File: config.mk
export PLATFORM = sky130hd
export DESIGN_NAME = ram_port_arbiter
export DESIGN_NICKNAME = d
export VERILOG_FILES = /design/src/rtl/ram_port_arbiter.sv
export SDC_FILE = /design/constraint.sdc
export NUM_CORES = 1
export LEC_CHECK = 0
export BUFFER_PORTS_ARGS = -buffer_cell sky130_fd_sc_hd__buf_2
export CAP_MARGIN = 15
export CORE_MARGIN = 8
export CORE_UTILIZATION = 47
export DETAILED_ROUTE_END_ITERATION = 10
export GPL_TIMING_DRIVEN = 0
export MAX_ROUTING_LAYER = met4
export PLACE_DENSITY = 0.77
export SETUP_SLACK_MARGIN = 0.1
export SYNTH_ARGS = -nofsm -noshare
export SYNTH_HDL_FRONTEND = slang
export SYNTH_SLANG_ARGS = --single-unit
File: constraint.sdc
create_clock -name clk -period 4.4 [get_ports clk]
set_input_delay 0.44 -clock clk [delete_from_list [all_inputs] [get_ports clk]]
set_output_delay 0.44 -clock clk [all_outputs]
set_load 0.01 [all_outputs]
File: src/rtl/ram_port_arbiter.sv
// ram_port_arbiter: round-robin owner of the single-port command RAM, shared
// between single-word host commands and fixed-length AES block bursts.
//
// state       | meaning
// ------------+-----------------------------------------------------------
// S_IDLE      | no transaction; arbitrate between h_req and a_req
// S_HOST_ACC  | host RAM access cycle (read or write)
// S_HOST_WAIT | host read: RAM output is captured into h_rdata
// S_AES_ACC   | BURST back-to-back AES accesses at base+idx
// S_AES_DRAIN | AES read: last RAM word still in flight
module ram_port_arbiter #(
  parameter int ADDR_W = 7,
  parameter int DATA_W = 32,
  parameter int BURST  = 4,
  parameter int IDX_W  = 2
) (
  input  logic              clk,
  input  logic              rst,
  input  logic              h_req,
  input  logic              h_we,
  input  logic [ADDR_W-1:0] h_addr,
  input  logic [DATA_W-1:0] h_wdata,
  output logic              h_ack,
  output logic [DATA_W-1:0] h_rdata,
  input  logic              a_req,
  input  logic              a_we,
  input  logic [ADDR_W-1:0] a_base,
  input  logic [DATA_W-1:0] a_wdata,
  output logic [IDX_W-1:0]  a_idx,
  output logic              a_rvalid,
  output logic [DATA_W-1:0] a_rdata,
  output logic              a_done,
  output logic              ram_en,
  output logic              ram_we,
  output logic [ADDR_W-1:0] ram_addr,
  output logic [DATA_W-1:0] ram_din,
  input  logic [DATA_W-1:0] ram_dout,
  output logic              busy
);

  typedef enum logic [2:0] {
    S_IDLE,
    S_HOST_ACC,
    S_HOST_WAIT,
    S_AES_ACC,
    S_AES_DRAIN
  } state_t;

  state_t              r_state;
  state_t              w_state_nxt;
  logic                r_last_host;
  logic                r_we;
  logic [IDX_W-1:0]    r_idx;
  logic                r_ram_en;
  logic                r_ram_we;
  logic [ADDR_W-1:0]   r_ram_addr;
  logic [DATA_W-1:0]   r_ram_din;
  logic                r_h_ack;
  logic [DATA_W-1:0]   r_h_rdata;
  logic                r_a_done;
  logic                r_a_rvalid;
  logic [DATA_W-1:0]   r_a_rdata;
  logic                r_rd_pend;

  logic                w_grant_h;
  logic                w_grant_a;
  logic                w_aes_last;
  logic                w_nxt_acc;
  logic                w_we_nxt;
  logic                w_aes_wr;

  // State register.
  always_ff @(posedge clk or posedge rst) begin
    if (rst) r_state <= S_IDLE;
    else     r_state <= w_state_nxt;
  end

  // Arbitration and next-state decode. Completion pulses coincide with the
  // first IDLE cycle; arbitration holds off for that cycle so the finished
  // requester can drop its level request and the other side takes the slot.
  always_comb begin
    w_state_nxt = r_state;
    w_grant_h   = 1'b0;
    w_grant_a   = 1'b0;
    w_aes_last  = (r_state == S_AES_ACC) && (r_idx == IDX_W'(BURST - 1));
    case (r_state)
      S_IDLE: begin
        if (!r_h_ack && !r_a_done) begin
          if (h_req && a_req) begin
            w_grant_h = !r_last_host;
            w_grant_a = r_last_host;
          end else begin
            w_grant_h = h_req;
            w_grant_a = a_req;
          end
          if (w_grant_h)      w_state_nxt = S_HOST_ACC;
          else if (w_grant_a) w_state_nxt = S_AES_ACC;
        end
      end
      S_HOST_ACC:  w_state_nxt = r_we ? S_IDLE : S_HOST_WAIT;
      S_HOST_WAIT: w_state_nxt = S_IDLE;
      S_AES_ACC: begin
        if (w_aes_last) w_state_nxt = r_we ? S_IDLE : S_AES_DRAIN;
      end
      S_AES_DRAIN: w_state_nxt = S_IDLE;
      default:     w_state_nxt = S_IDLE;
    endcase
  end

  assign w_nxt_acc = (w_state_nxt == S_HOST_ACC) || (w_state_nxt == S_AES_ACC);
  assign w_we_nxt  = w_grant_h ? h_we : (w_grant_a ? a_we : r_we);
  assign w_aes_wr  = (r_state == S_AES_ACC) && r_we;

  // Command latch and registered RAM control, computed from the next state.
  always_ff @(posedge clk or posedge rst) begin
    if (rst) begin
      r_last_host <= 1'b0;
      r_we        <= 1'b0;
      r_idx       <= '0;
      r_ram_en    <= 1'b0;
      r_ram_we    <= 1'b0;
      r_ram_addr  <= '0;
      r_ram_din   <= '0;
    end else begin
      r_we     <= w_we_nxt;
      r_ram_en <= w_nxt_acc;
      r_ram_we <= w_nxt_acc && w_we_nxt;
      if (w_grant_h) begin
        r_last_host <= 1'b1;
        r_ram_addr  <= h_addr;
        r_ram_din   <= h_wdata;
      end else if (w_grant_a) begin
        r_last_host <= 1'b0;
        r_ram_addr  <= a_base;
      end else if (r_state == S_AES_ACC) begin
        r_ram_addr <= r_ram_addr + ADDR_W'(1);
      end
      if ((r_state == S_AES_ACC) && !w_aes_last) r_idx <= r_idx + IDX_W'(1);
      else                                       r_idx <= '0;
    end
  end

  // Completion pulses and read-data return paths.
  always_ff @(posedge clk or posedge rst) begin
    if (rst) begin
      r_h_ack    <= 1'b0;
      r_h_rdata  <= '0;
      r_a_done   <= 1'b0;
      r_a_rvalid <= 1'b0;
      r_a_rdata  <= '0;
      r_rd_pend  <= 1'b0;
    end else begin
      r_h_ack    <= ((r_state == S_HOST_ACC) && r_we) || (r_state == S_HOST_WAIT);
      r_a_done   <= (w_aes_last && r_we) || (r_state == S_AES_DRAIN);
      r_rd_pend  <= (r_state == S_AES_ACC) && !r_we;
      r_a_rvalid <= r_rd_pend;
      if (r_state == S_HOST_WAIT) r_h_rdata <= ram_dout;
      if (r_rd_pend)              r_a_rdata <= ram_dout;
    end
  end

  // AES write data comes straight from the requester for the current index.
  assign ram_din  = w_aes_wr ? a_wdata : r_ram_din;
  assign ram_en   = r_ram_en;
  assign ram_we   = r_ram_we;
  assign ram_addr = r_ram_addr;
  assign a_idx    = r_idx;
  assign h_ack    = r_h_ack;
  assign h_rdata  = r_h_rdata;
  assign a_done   = r_a_done;
  assign a_rvalid = r_a_rvalid;
  assign a_rdata  = r_a_rdata;
  assign busy     = (r_state != S_IDLE);

endmodule

# ---- Word level (Yosys, flattened, before mapping)
# Cells that the tools add are included.
# W data, S select, Z words.
dict set report classes {
  addsub 2
  mul 0
  div 0
  magnitude_cmp 0
  n_eq_ne 7
  shifts 0
  n_mux 26
  bitwise 0
  n_reduce_logical 21
}
# cell n
set ops {}
lappend ops {{$mux W32} 1}
lappend ops {{$mux W7} 3}
lappend ops {{$mux W3} 5}
lappend ops {{$mux W1} 14}
lappend ops {{$eq A3 B2 Y1 const B} 3}
lappend ops {{$logic_and A1 B1 Y1} 9}
lappend ops {{$pmux W3 S3} 1}
lappend ops {{$add A7 B1 Y7 const B} 1}
lappend ops {{$eq A3 B1 Y1 const B} 2}
lappend ops {{$reduce_bool A3 Y1} 2}
lappend ops {{$logic_not A1 Y1} 5}
lappend ops {{$mux W2} 2}
lappend ops {{$eq A3 B3 Y1 const B} 1}
lappend ops {{$logic_not A3 Y1} 1}
lappend ops {{$logic_or A1 B1 Y1} 3}
lappend ops {{$add A2 B1 Y2 const B} 1}
lappend ops {{$eq A2 B2 Y1 const B} 1}
lappend ops {{$reduce_bool A2 Y1} 1}
dict set report totals {
  regBits 116
  latch_bits 0
  ramBits 0
  rom_bits 0
  input_bits 116
  out_inout_bits 111
  elab_cells 70
  n_memories 0
}

# ---- Logic depth before layout (Yosys ltp)
dict set report logic_depth {
  ltp_word 11
  depth_mapped 8
  mapped_depth_nobuf 5
}

# ---- Worst setup path after synthesis
# Ideal clock, no wire load.
dict set report synth_timing {
  kind {reg-to-output}
  startpoint {register r_state[0]}
  endpoint {output ram_din[10]}
  t_arrival_ns 1.685
  required_ns 3.960
  path_slack_ns 2.275
  stages_incl_launch_ff 7
  path_cell_list {dfrtp_1 -> buf_2 -> and3b_1 -> clkbuf_1 -> nand2_1 -> buf_1 -> mux2_2}
}
dict set report synth_via {
  elab_chain_len 3
}
# element line
set synth_rtl {}
lappend synth_rtl {{start: declaration} 49} ;# state_t r_state;
lappend synth_rtl {{start signal: assignment} 75} ;# else r_state <= w_state_nxt;
lappend synth_rtl {{$eq A3 B2 Y1} 112} ;# assign w_aes_wr = (r_state == S_AES_ACC) && r_we;
lappend synth_rtl {{$logic_and A1 B1 Y1} 112}
lappend synth_rtl {{$mux W32} 163} ;# assign ram_din = w_aes_wr ? a_wdata : r_ram_din;
lappend synth_rtl {{end: declaration} 36} ;# output logic [DATA_W-1:0] ram_din,
# Every way passes these cells.

# ---- Worst setup path after layout
dict set report layout_timing {
  startpoint {register r_state[2]}
  endpoint {output ram_din[4]}
}
# Same word-level chain as after synthesis.

==> results.py <==
metrics = {
    "worst_setup_path": {
        "crit_fanout": 10,
        "crit_family": "buffers and inverters",
        "crit_buf_inv": 3,
        "worst-setup-path-type": "flip-flop to output port",
        "arrival_ns": 2.68,
        "crit_required_ns": 3.96,
        "critPathSlowestCell": "buf_1",
        "slowest_delay_ns": 0.50,
        "crit_chain": "and3b_1 > clkbuf_1 > nand2_1 > buf_1 > mux2_2 > buf_2",
        "worstSetupEndpointType": "output port",
        "start_kind": "flip-flop",
    },
    "pwr": {
        "max-vdd-ir-drop_mv": 0.320,
        "p_per_area_mw_per_mm2": 781,
        "total_power_mw": 5.46,
        "p_leak_nw": 3.44,
    },
    "clocking": {
        "postCtsSetupRepairBufs": 0,
        "cts_root_buf": "clkbuf_8",
        "clockBufferDepth": 2,
        "numCtsBuffers": 17,
        "postCtsResizedCells": 0,
        "path_clk_slew_ns": 0.06,
        "h-tree-depth": 4,
        "cts_tree": "built",
        "clock_sinks": 116,
        "ctsHoldBuffers": 0,
        "clkLatencyLatePin_ns": 0.51,
    },
    "flow_run": {
        "drv_cap": 0,
    },
    "logic_synthesis": {
        "synth_warnings": 0,
        "postSynthCellCount": 354,
        "yosys-top-cells-count": "dfrtp_1 (116), mux2_2 (116), mux2_4 (15)",
        "ys_async_sr_fraction_pct": 100,
        "synth_top_cell_by_area": "dfrtp_1",
        "syn_avg_cell_area_um2": 14.4,
        "synth_nets": 472,
        "yosys_register_bits": 116,
        "yosysTopAreaCellShare_pct": 56.9,
        "ys.flop_type": "dfrtp_1",
        "synth_edf_count": 0,
        "syn_area_mm2": 0.00510,
        "synthTopCellsByArea": "dfrtp_1 (57%), mux2_2 (26%), mux2_4 (4.4%)",
        "ys_seq_area_share_pct": 56.9,
        "synth.distinct_cells": 50,
    },
    "timing": {
        "whs_ns": 0.0370,
        "fmax_mhz": 320,
        "tightest_slew_ns": 0.704,
        "setup_ws_ns": 1.28,
        "period_share_pct": 70.9,
        "clock_skew_ns": 0.00819,
        "rsz0062_at_grt": "false",
        "final_max_slew_viol_count": 0,
        "max_slew_margin_pct": 53.0,
        "hold_viol_final": 0,
        "finalSetupViolCount": 0,
        "min_period_ns": 3.12,
        "setup_tns_ns": 0,
    },
    "placed_design": {
        "place_area_mm2": 0.00644,
        "post-place-ws_ns": 1.82,
        "hpwl_um": 10500,
        "place.gp.congestion": 0.901,
        "io_buffers": 226,
    },
    "floorplan": {
        "core_area_mm2": 0.0107,
        "fp.dieH_um": 120,
        "dieArea_mm2": 0.0144,
        "initial_utilization_pct": 47.7,
        "die_w_um": 120,
        "rows": 38,
        "io_pins": 227,
    },
    "global_routing": {
        "grt_use_total_pct": 19.6,
        "antenna_found_initial": 0,
        "grt_overflow": 0,
        "grt_max_degree": 66,
        "grt_pass1_wl_um": 21900,
        "first_global_vias": 4267,
    },
    "cells_and_area": {
        "antenna_cells_inserted": 0,
        "nFillCells": 836,
        "area_growth_pct": 37.1,
        "fin_area_mm2": 0.00699,
        "fin_nets": 718,
        "drive_gt1_share_pct": 65.4,
    },
    "drt": {
        "dr.first_iter.drc_count": 171,
        "route.detailed.drc": 0,
        "postRouteAntennaNets": 0,
        "routed_wl_um": 13600,
        "viasPerCell": 5.11,
        "vias": 3834,
        "wl_per_cell_um": 18.1,
        "first_pass_iters": 4,
    },
    "hold_path": {
        "min_path_type": "input port to asynchronous set/reset pin",
    },
    "status": {
        "status": "finished clean",
    },
}
==> through the flow <==
| step | utilization [%] | cells |
|---|---|---|
| after floorplan | - | 354 |
| after global placement | 59.9 | 720 |
| after detailed placement | 60.2 | 721 |
| after CTS | 65.4 | 750 |
| after global routing | 65.4 | 750 |
| final | 65.4 | 750 |
==> report_power, final <==
part	total (mW)	leakage (nW)	internal, mW	switching, mW
Sequential	1.91	1.37	1.60	0.317
Combinational	2.26	1.79	1.21	1.06
Clock	1.29	0.277	0.852	0.434
Total	5.46	3.44	3.66	1.81
==> kinds of logic after synthesis <==
group / count (synthesis) / synth area share [%]
mux: 131 / 30.0
flops: 116 / 56.9
simple gates: 51 / 5.44
compound gates: 30 / 4.71
buf+inv: 22 / 2.11
xor+xnor: 2 / 0.343
fa+ha+maj: 2 / 0.490
==> registers in the layout, indices dropped and copies added (netlist names), 2 cells and up <==
signal     cells
a_idx          2
a_rdata       32
h_rdata       32
r_ram_din     32
r_state        3
ram_addr       7
==> layout make-up <==
| cell class | instances | area (um2) | area share [%] |
|---|---|---|---|
| Tap cell | 140 | 175 | 2.50 |
| Sequential cell | 116 | 2900 | 41.5 |
| Buffer | 16 | 85.1 | 1.22 |
| Timing Repair Buffer | 227 | 1160 | 16.6 |
| Inverter | 6 | 25.0 | 0.358 |
| Clock inverter | 5 | 75.1 | 1.07 |
| Multi-Input combinational cell | 216 | 2090 | 29.9 |
| Clock buffer | 24 | 480 | 6.87 |
==> routing by layer <==
| layer | global-route usage, % | wire length, um | vias to the layer above |
|---|---|---|---|
| met1 | 21.4 | 5270 | 1908 |
| li1 | - | - | 1784 |
| met3 | 5.41 | 658 | 18 |
| met5 | - | 0 | - |
| met2 | 33.7 | 7390 | 124 |
| met4 | 7.26 | 235 | 0 |
==> final timing paths <==
check                                      from                       end  slack [ns]  depth (start not counted)
max                        r_state[2]$_DFF_PP0_                ram_din[4]        1.28                          6
min                                         rst   a_rdata[11]$_DFFE_PP0P_        0.04                          2
max reg2reg                r_state[0]$_DFF_PP0_  r_ram_din[9]$_DFFE_PP0P_        2.20                          7
min reg2reg                 r_rd_pend$_DFF_PP0_        a_rvalid$_DFF_PP0_        0.38                          0
max in group asynchronous                   rst   h_rdata[23]$_DFFE_PP0P_        3.63                          3
min in group clk                     h_wdata[1]  r_ram_din[1]$_DFFE_PP0P_        0.16                          2
==> layout by cell type (no fill, tap or decap), types with 4 or more instances in the layout <==
cell         n
buf_1        6
buf_2      228
clkbuf_1     8
clkbuf_16   16
clkbuf_8     5
dfrtp_1    116
inv_1        4
mux2_2     116
mux2_4      15
nand2_1     12
nand3_1      4
nor2_1      13
Note: power is estimated with default switching activity, not from simulation.
